File: config.mk
export PLATFORM = sky130hd
export DESIGN_NAME = uart_cmd_sequencer
export DESIGN_NICKNAME = d
export VERILOG_FILES = /design/src/rtl/uart_pkg.sv /design/src/rtl/baud8_gen.sv /design/src/rtl/uart_cmd_sequencer.sv
export SDC_FILE = /design/constraint.sdc
export NUM_CORES = 1
export LEC_CHECK = 0
export CAP_MARGIN = 25
export CELL_PAD_IN_SITES_DETAIL_PLACEMENT = 1
export CELL_PAD_IN_SITES_GLOBAL_PLACEMENT = 1
export CORE_ASPECT_RATIO = 1.2
export CORE_MARGIN = 2
export CORE_UTILIZATION = 35
export CTS_CLUSTER_SIZE = 28
export DETAILED_ROUTE_END_ITERATION = 10
export PLACE_DENSITY_LB_ADDON = 0.08
export SLEW_MARGIN = 10
export SYNTH_ARGS = -nofsm -noshare
export SYNTH_HDL_FRONTEND = slang
export SYNTH_SLANG_ARGS = --single-unit
File: constraint.sdc
create_clock -name clk -period 8.9 [get_ports clk]
set_clock_uncertainty 0.2 [all_clocks]
set_input_delay 0.89 -clock clk [delete_from_list [all_inputs] [get_ports clk]]
set_output_delay 0.89 -clock clk [all_outputs]
set_load 0.01 [all_outputs]
File: src/rtl/uart_pkg.sv
// Shared types and constants for the UART command sequencer slice.
package uart_pkg;

  typedef enum logic [2:0] {
    ST_IDLE,
    ST_ADDR,
    ST_LEN,
    ST_DATA,
    ST_CHK,
    ST_WRITE
  } state_t;

  localparam logic [1:0] ERR_CHK     = 2'd0;
  localparam logic [1:0] ERR_FRAME   = 2'd1;
  localparam logic [1:0] ERR_TIMEOUT = 2'd2;
  localparam logic [1:0] ERR_LEN     = 2'd3;

  localparam logic [7:0] SOF_DEFAULT = 8'hA5;

endpackage

File: src/rtl/baud8_gen.sv
// 8x-oversampling baud tick generator: counts 0..div and pulses on the terminal count.
module baud8_gen #(
  parameter int DIV_W = 16
) (
  input  logic             clk,
  input  logic             reset_n,
  input  logic [DIV_W-1:0] baud8_div,
  output logic             baud8_tick
);

  logic [DIV_W-1:0] cnt_q, cnt_d;
  logic [DIV_W-1:0] div_q, div_d;
  logic [DIV_W-1:0] div_eff;
  logic             hit;

  // A new divider only takes hold at the start of a period (count 0); mid-period
  // changes keep the latched value so a shrinking divider cannot strand the count.
  always_comb begin
    div_eff    = (cnt_q == '0) ? baud8_div : div_q;
    div_d      = div_eff;
    hit        = (cnt_q == div_eff);
    cnt_d      = hit ? '0 : cnt_q + 1'b1;
    baud8_tick = reset_n & hit;
  end

  always_ff @(posedge clk or negedge reset_n) begin
    if (!reset_n) begin
      cnt_q <= '0;
      div_q <= '0;
    end else begin
      cnt_q <= cnt_d;
      div_q <= div_d;
    end
  end

endmodule

File: src/rtl/uart_cmd_sequencer.sv
// Frames received UART bytes into register-write bursts: SOF, ADDR, LEN, payload, XOR
// checksum; a frame is buffered whole and only replayed once its checksum matches.
module uart_cmd_sequencer
  import uart_pkg::*;
#(
  parameter int         DIV_W   = 16,
  parameter int         MAX_LEN = 16,
  parameter logic [7:0] SOF     = SOF_DEFAULT
) (
  input  logic             clk,
  input  logic             reset_n,
  input  logic [DIV_W-1:0] baud8_div,
  output logic             baud8_tick,
  input  logic             rx_data_ready,
  input  logic [7:0]       rx_data,
  input  logic             rx_data_error,
  input  logic             rx_endofpacket,
  output logic             wr_valid,
  input  logic             wr_ready,
  output logic [7:0]       wr_addr,
  output logic [7:0]       wr_data,
  output logic             frame_ok,
  output logic             frame_err,
  output logic [1:0]       err_code,
  output logic             rx_drop
);

  localparam int            IW  = $clog2(MAX_LEN);
  localparam int            LW  = IW + 1;
  localparam logic [LW-1:0] ONE = LW'(1);

  baud8_gen #(.DIV_W(DIV_W)) u_baud8_gen (
    .clk        (clk),
    .reset_n    (reset_n),
    .baud8_div  (baud8_div),
    .baud8_tick (baud8_tick)
  );

  state_t        state_q, state_d;
  logic [7:0]    addr_q, addr_d;
  logic [LW-1:0] len_q, len_d;
  logic [LW-1:0] idx_q, idx_d, idx_inc;
  logic [7:0]    chk_q, chk_d;
  logic          wr_valid_q, wr_valid_d;
  logic [7:0]    wr_addr_q, wr_addr_d;
  logic [7:0]    wr_data_q;
  logic          frame_ok_q, frame_ok_d;
  logic          frame_err_q, frame_err_d;
  logic [1:0]    err_code_q, err_code_d;
  logic          rx_drop_q, rx_drop_d;
  logic          mem_we;
  logic          rd_en;
  logic [IW-1:0] rd_addr;
  logic          idx_last;
  logic          len_ok;

  logic [7:0]    payload_mem [MAX_LEN];

  always_comb begin
    state_d     = state_q;
    addr_d      = addr_q;
    len_d       = len_q;
    idx_d       = idx_q;
    chk_d       = chk_q;
    wr_valid_d  = wr_valid_q;
    wr_addr_d   = wr_addr_q;
    frame_ok_d  = 1'b0;
    frame_err_d = 1'b0;
    err_code_d  = err_code_q;
    rx_drop_d   = 1'b0;
    mem_we      = 1'b0;
    rd_en       = 1'b0;
    rd_addr     = '0;
    idx_inc     = idx_q + ONE;
    idx_last    = (idx_q == len_q - ONE);
    len_ok      = (rx_data != 8'd0) && (rx_data <= 8'(MAX_LEN));

    case (state_q)
      ST_IDLE: begin
        if (rx_data_ready && (rx_data == SOF)) state_d = ST_ADDR;
      end

      ST_ADDR, ST_LEN, ST_DATA, ST_CHK: begin
        if (rx_data_error) begin
          state_d     = ST_IDLE;
          frame_err_d = 1'b1;
          err_code_d  = ERR_FRAME;
        end else if (rx_data_ready) begin
          case (state_q)
            ST_ADDR: begin
              addr_d  = rx_data;
              chk_d   = rx_data;
              state_d = ST_LEN;
            end
            ST_LEN: begin
              if (len_ok) begin
                len_d   = rx_data[LW-1:0];
                chk_d   = chk_q ^ rx_data;
                idx_d   = '0;
                state_d = ST_DATA;
              end else begin
                state_d     = ST_IDLE;
                frame_err_d = 1'b1;
                err_code_d  = ERR_LEN;
              end
            end
            ST_DATA: begin
              mem_we = 1'b1;
              chk_d  = chk_q ^ rx_data;
              idx_d  = idx_inc;
              if (idx_last) state_d = ST_CHK;
            end
            ST_CHK: begin
              if (rx_data == chk_q) begin
                // Prefetch entry 0 so wr_data is valid together with wr_valid.
                state_d    = ST_WRITE;
                wr_valid_d = 1'b1;
                wr_addr_d  = addr_q;
                idx_d      = '0;
                rd_en      = 1'b1;
              end else begin
                state_d     = ST_IDLE;
                frame_err_d = 1'b1;
                err_code_d  = ERR_CHK;
              end
            end
            default: ;
          endcase
        end else if (rx_endofpacket) begin
          state_d     = ST_IDLE;
          frame_err_d = 1'b1;
          err_code_d  = ERR_TIMEOUT;
        end
      end

      ST_WRITE: begin
        if (rx_data_ready) rx_drop_d = 1'b1;
        if (wr_valid_q && wr_ready) begin
          if (idx_last) begin
            wr_valid_d = 1'b0;
            frame_ok_d = 1'b1;
            state_d    = ST_IDLE;
          end else begin
            idx_d     = idx_inc;
            wr_addr_d = wr_addr_q + 8'd1;
            rd_en     = 1'b1;
            rd_addr   = idx_inc[IW-1:0];
          end
        end
      end

      default: state_d = ST_IDLE;
    endcase
  end

  // Payload storage is deliberately left unreset.
  always_ff @(posedge clk) begin
    if (mem_we) payload_mem[idx_q[IW-1:0]] <= rx_data;
  end

  always_ff @(posedge clk or negedge reset_n) begin
    if (!reset_n) begin
      state_q     <= ST_IDLE;
      addr_q      <= '0;
      len_q       <= '0;
      idx_q       <= '0;
      chk_q       <= '0;
      wr_valid_q  <= 1'b0;
      wr_addr_q   <= '0;
      wr_data_q   <= '0;
      frame_ok_q  <= 1'b0;
      frame_err_q <= 1'b0;
      err_code_q  <= ERR_CHK;
      rx_drop_q   <= 1'b0;
    end else begin
      state_q     <= state_d;
      addr_q      <= addr_d;
      len_q       <= len_d;
      idx_q       <= idx_d;
      chk_q       <= chk_d;
      wr_valid_q  <= wr_valid_d;
      wr_addr_q   <= wr_addr_d;
      frame_ok_q  <= frame_ok_d;
      frame_err_q <= frame_err_d;
      err_code_q  <= err_code_d;
      rx_drop_q   <= rx_drop_d;
      if (rd_en) wr_data_q <= payload_mem[rd_addr];
    end
  end

  assign wr_valid  = wr_valid_q;
  assign wr_addr   = wr_addr_q;
  assign wr_data   = wr_data_q;
  assign frame_ok  = frame_ok_q;
  assign frame_err = frame_err_q;
  assign err_code  = err_code_q;
  assign rx_drop   = rx_drop_q;

endmodule

After elaboration in Yosys (flattened, before gate mapping)

Memories as Yosys holds them, arrays and structs flattened. A register that Yosys moved wholly into a read port is not among the register bits.
Index checks and enable logic that the tools add are counted.

Register bits: 75
Memories: 1
Output and inout bits: 23
Memory bits (writable): 128
Logic and storage cells: 139
Bits of input ports: 30

Order comparisons: 1
Mux-type cells: 71
Bitwise operators: 3
Equality and inequality tests: 27
Reductions and logical operators: 19
$add $sub $neg: 4

Memory list:

| memory      | depth | width | rd ports | clocked after Yosys merged registers in | write ports | line                     | text |
|---|---|---|---|---|---|---|---|
| payload_mem | 16    | 8     | 1        | 1                                       | 1           | uart_cmd_sequencer.sv:57 | `logic [7:0] payload_mem [MAX_LEN];` |

Operators with widths:

| operator                                                              | count |
|---|---|
| 8-bit 2-to-1 mux                                                      | 7 |
| 16-bit 2-to-1 mux                                                     | 2 |
| 5-bit 2-to-1 mux                                                      | 6 |
| 1-bit 2-to-1 mux                                                      | 29 |
| 3-bit 2-to-1 mux                                                      | 8 |
| 8-bit case mux with 3 select lines                                    | 1 |
| 2-bit != test, second input constant                                  | 9 |
| 16-bit by 1-bit adder with 16-bit output, second input constant       | 1 |
| 16-bit equality test                                                  | 1 |
| 16-bit logical NOT                                                    | 1 |
| 4-bit != test, second input constant                                  | 4 |
| 8-bit case mux with 2 select lines                                    | 1 |
| 5-bit case mux with 3 select lines                                    | 1 |
| 5-bit AND reduction                                                   | 3 |
| 7-bit AND reduction                                                   | 2 |
| 2-bit 2-to-1 mux                                                      | 6 |
| 4-bit 2-to-1 mux                                                      | 3 |
| 3-bit case mux with 4 select lines                                    | 1 |
| 5-bit case mux with 2 select lines                                    | 1 |
| 3-bit case mux with 3 select lines                                    | 1 |
| 8-bit by 1-bit adder with 8-bit output, second input constant         | 1 |
| 8-bit equality test                                                   | 1 |
| 8-bit equality test, second input constant                            | 1 |
| 8-bit by 5-bit <= comparator with 1-bit output, second input constant | 1 |
| 25 further kinds                                                      | 33 |

Depth between registers and ports, before layout

Word-level depth: 7
Depth in mapped cells: 12
Mapped depth without buffers: 9

By module

From an unflattened synthesis, not the netlist that was laid out.

Cells, all modules: 826
Area total of the unflattened synthesis: 10,188.5 um2

By module, submodules not included:

| module             | cells an instance | instances | area an instance (um2) | sequential area each (um2) |
|---|---|---|---|---|
| uart_cmd_sequencer | 644               | 1         | 8,267.9                | 5,119.9 |
| baud8_gen          | 182               | 1         | 1,920.6                | 800.8 |

Worst setup path before layout

Ideal clock, no wire load.

Kind: register to output
Start point: register u_baud8_gen.cnt_q[0]
End point: output baud8_tick
Data arrival time: 2.309 ns
Buffers on the path: 2
Stages on the path, launching flop included: 12
Slack: 5.501 ns
Required time: 7.810 ns
Cells stage by stage: dfrtp_1 inv_1 ha_1 nor4b_2 nand4_4 buf_6 mux2_4 xnor2_2 nor3_1 and4b_1 buf_6 and2_1

Word-level cells in the longest chain between the ends: 4

Ends and longest elaborated chain:

| item                     | line                     | text |
|---|---|---|
| start: declaration       | baud8_gen.sv:11          | `logic [DIV_W-1:0] cnt_q, cnt_d;` |
| start signal: assignment | baud8_gen.sv:31          | `cnt_q <= cnt_d;` |
| 16-bit logical NOT       | baud8_gen.sv:19          | `div_eff = (cnt_q == '0) ? baud8_div : div_q;` |
| 16-bit 2-to-1 mux        | baud8_gen.sv:19          |  |
| via u_baud8_gen.div_d[0] | baud8_gen.sv:12          | `logic [DIV_W-1:0] div_q, div_d;` |
| 16-bit equality test     | baud8_gen.sv:21          | `hit = (cnt_q == div_eff);` |
| 1-bit bitwise AND        | baud8_gen.sv:23          | `baud8_tick = reset_n & hit;` |
| end: declaration         | uart_cmd_sequencer.sv:13 | `output logic baud8_tick,` |

The timed path passes the listed nets, and every way through them passes these cells.

Worst setup path in the final report

Ends and elaborated chain as after synthesis.

==> results.toml <==
[setup_path]
path_cells = "inv_1, ha_1, nor4b_2, nand4_4, mux2_4, a22oi_1, nor4b_2, and4b_1, and2_1, clkdlybuf4s50_1"
worstPathMaxFanout = 23
worst_stage_delay_on_the_critical_path_ns = 0.54
timing.critical_path.to = "baud8_tick"
r2r_setup_slack_ns = 5.38
critPathRequiredTime_ns = 7.81
slowest_stage = "sky130_fd_sc_hd__clkdlybuf4s50_1"
worst_setup_path_start_kind = "flop"
crit-reg2reg-capture = "wr_data[6]$_DFFE_PN0P_"
timing.critical_path.arrival_ns = 3.69
path_class = "reg -> out"
crit_path_end_kind = "output pin"
path_depth = 10
crit_start = "u_baud8_gen.cnt_q[0]$_DFF_PN0_"
rr_worst_depth = 8
timing.critical_path.buf_inv = 2
cp_common_cell = "sky130_fd_sc_hd__nor4b_2"
worst_path_dominant_cell_family = "simple AND/OR/NAND/NOR gates"
reg2reg_from = "idx_q[0]$_DFFE_PN0P_"

[final_layout]
layout.nets = 887
area_delta_synth_final_pct = 18.30
mostFrequentLayoutCell = "sky130_fd_sc_hd__edfxtp_1"
share_of_post_route_cells_with_drive_strength_above_1_pct = 13.73
final_cell_area_mm2 = 0.01172
antennaDiodeCount = 0
most-common-layout-cells = "sky130_fd_sc_hd__edfxtp_1 (128), sky130_fd_sc_hd__dfrtp_1 (82), sky130_fd_sc_hd__o21ai_0 (56)"

[routing]
totalWireLength_um = 26660
drcViolationCount = 0
via_count = 6661
vias_per_cell = 5.346
drtIter0Drc = 311
dr.pass1.iters = 4
final_antenna_net_count = 0
wl_per_cell_um = 21.40

[timing]
tightest_slew_ns = 0.9159
final_slew_violations = 0
part_of_the_cycle_the_worst_path_needs_pct = 53.69
setup_viol_count_final = 0
setup_ws_post_layout_ns = 4.122
max_freq_mhz = 209.3
finalWorstPathRequiredPeriod_ns = 4.778
totalNegativeSetupSlack_ns = 0
grt_setup_unrepaired = "no"
final_hold_violating_endpoints = 0
timing.max_slew.rel_slack_pct = 38.50

[cts]
cts_root_buf = "sky130_fd_sc_hd__clkbuf_16"
htreeDepth = 1
numClockSinks = 211
cts.repair_timing.setup_buffer_count = 0
worst_setup_hold_path_clk_slew_ns = 0.06
cts-buffers-inserted = 24
clock_tree_from_tritoncts = "built"
insertion_delay_ns = 0.51
hold_buffers_post_cts = 0
largest_buffer_count_on_any_clock_path = 3
cts.repair.resized = 0

[global_routing]
antenna_found_initial = 0
grt_pass1_vias = 7381
groute.usage.overall_pct = 18.28
global_route_wire_length_before_repair_um = 41820
grt_max_degree = 48
grt.overflow.total = 0

[synth]
synth_edf_count = 128
async_flop_share_pct = 39.34
avgSynthCellArea_um2 = 12.49
net_count_synth = 831
netlist_instances = 793
yosys_warnings = 0
synth_seq_area_share_pct = 59.78
synth.distinct_cells = 72
post_synth_instance_area_mm2 = 0.009904
ys_dominant_reg_cell = "sky130_fd_sc_hd__edfxtp_1"
ys_ff_latch = 211

[placement]
gp_routability_congestion = 0.8318
place_hpwl_um = 18010
buffer_ports.inserted = 52
place_ws_ns = 4.567
placement_cell_area_mm2 = 0.01081

[die]
floorplan.rows = 67
boundaryPins = 53
die_y_extent_um = 188.3
die_area_mm2 = 0.02967
initial_utilization_pct = 35.48
floorplan.die.width_um = 157.6
fp.coreArea_mm2 = 0.02792

[power_and_ir_drop]
leakage_nw = 4.194
max-vdd-ir-drop_mv = 0.1328
power_density_of_the_placed_cells_mw_per_mm2 = 209.5

[run]
drv_cap = 0

[worst_hold_path]
worst_hold_path_type = "in -> async"

[status]
result_of_the_run = "completed"
## flip-flops by register name, indices dropped and copies added (netlist names)
name and flops:
payload_mem 128, u_baud8_gen.cnt_q 16, u_baud8_gen.div_q 16, addr_q 8
chk_q 8, wr_addr 8, wr_data 8, idx_q 5
len_q 5, state_q 3, err_code 2, frame_err 1
frame_ok 1, rx_drop 1, wr_valid 1
## area by class of cell
class,count,area [um^2]
inverters,27,101.3
clock inverters,13,236.5
well taps,379,474.2
flip-flops and latches,211,5922
repair buffers,69,643.1
fillers,2925,16200
clock buffers,31,668.1
multi-input cells,516,3672
## layer usage
layer / global-route usage (%) / up-vias / part of all wire, %
met5: 0 / - / 0
met4: 6.818 / 0 / 3.3
met1: 21.80 / 3418 / 42
li1: - / 3069 / -
met2: 33.24 / 122 / 52
met3: 2.392 / 52 / 2.8
## how the worst min path moves through the flow
| stage | to | from | slack (ns) |
|---|---|---|---|
| after floorplan | addr_q[0]$_DFFE_PN0P_ | addr_q[0]$_DFFE_PN0P_ | 0.27 |
| after global placement | addr_q[0]$_DFFE_PN0P_ | addr_q[0]$_DFFE_PN0P_ | 0.29 |
| after detailed placement | wr_data[2]$_DFFE_PN0P_ | wr_data[2]$_DFFE_PN0P_ | 0.30 |
| after CTS | chk_q[2]$_DFFE_PN0P_ | reset_n | 0.26 |
| after global routing | chk_q[2]$_DFFE_PN0P_ | reset_n | 0.27 |
| final | wr_data[3]$_DFFE_PN0P_ | reset_n | 0.24 |
## synthesized netlist by cell type (3+ instances only)
cell	number	share of area, %
sky130_fd_sc_hd__o22ai_1	4	0.25
sky130_fd_sc_hd__o211ai_1	11	0.83
sky130_fd_sc_hd__buf_2	8	0.40
sky130_fd_sc_hd__nand2_1	54	2.0
sky130_fd_sc_hd__buf_4	4	0.30
sky130_fd_sc_hd__nand4_1	9	0.57
sky130_fd_sc_hd__nand3_1	24	1.2
sky130_fd_sc_hd__and3_1	8	0.51
sky130_fd_sc_hd__nand2b_1	7	0.44
sky130_fd_sc_hd__o21ai_1	3	0.15
sky130_fd_sc_hd__mux2i_1	27	2.7
sky130_fd_sc_hd__a2111oi_0	3	0.27
sky130_fd_sc_hd__edfxtp_1	128	39
sky130_fd_sc_hd__nor2b_1	8	0.51
sky130_fd_sc_hd__a211oi_1	10	0.76
sky130_fd_sc_hd__a31oi_1	3	0.19
sky130_fd_sc_hd__a22o_1	14	1.2
sky130_fd_sc_hd__o21ai_0	56	2.8
sky130_fd_sc_hd__buf_6	3	0.34
sky130_fd_sc_hd__a31o_2	5	0.44
sky130_fd_sc_hd__nor3b_1	3	0.23
sky130_fd_sc_hd__ha_1	8	1.0
sky130_fd_sc_hd__a21oi_1	39	2.0
sky130_fd_sc_hd__xor2_1	13	1.1
sky130_fd_sc_hd__o2111ai_1	3	0.27
sky130_fd_sc_hd__nor4_1	3	0.19
sky130_fd_sc_hd__inv_1	26	0.99
sky130_fd_sc_hd__nor2_1	46	1.7
sky130_fd_sc_hd__dfrtp_1	83	21
sky130_fd_sc_hd__or4_1	4	0.30
sky130_fd_sc_hd__nor2_4	9	1.0
sky130_fd_sc_hd__nor3_1	15	0.76
sky130_fd_sc_hd__xnor2_1	26	2.3
sky130_fd_sc_hd__and2_1	18	1.1
sky130_fd_sc_hd__mux2_2	28	3.2
sky130_fd_sc_hd__mux4_2	9	2.0
sky130_fd_sc_hd__mux2_4	3	0.45
sky130_fd_sc_hd__clkbuf_1	21	0.80
## through the flow
step / util, % / power [mW] / hold slack [ns] / instances
2_1_floorplan: - / 1.274 / 0.2706 / 793
3_3_place_gp: 38.72 / 1.344 / 0.2882 / 1201
3_5_place_dp: 38.72 / 1.351 / 0.2996 / 1201
4_1_cts: 41.96 / 2.489 / 0.2564 / 1245
5_1_grt: 41.97 / 2.550 / 0.2727 / 1246
6_report: 41.97 / 2.454 / 0.2385 / 1246
## cell families (layout without fill, tap and decap cells)
logic type / count (synthesis) / in the layout / synth area share (%)
mux: 67 / 67 / 8.413
compound gates: 177 / 177 / 11.43
simple gates: 223 / 223 / 12.44
buf+inv: 66 / 140 / 3.146
flops: 211 / 211 / 59.78
xor+xnor: 41 / 41 / 3.777
fa+ha+maj: 8 / 8 / 1.011
## where the power goes
| part | internal [mW] | total, mW | switching, mW |
|---|---|---|---|
| combinational | 0.0936 | 0.182 | 0.0880 |
| sequential | 1.09 | 1.15 | 0.0588 |
| clock | 0.730 | 1.12 | 0.395 |
(Power assumes the default switching activity.)
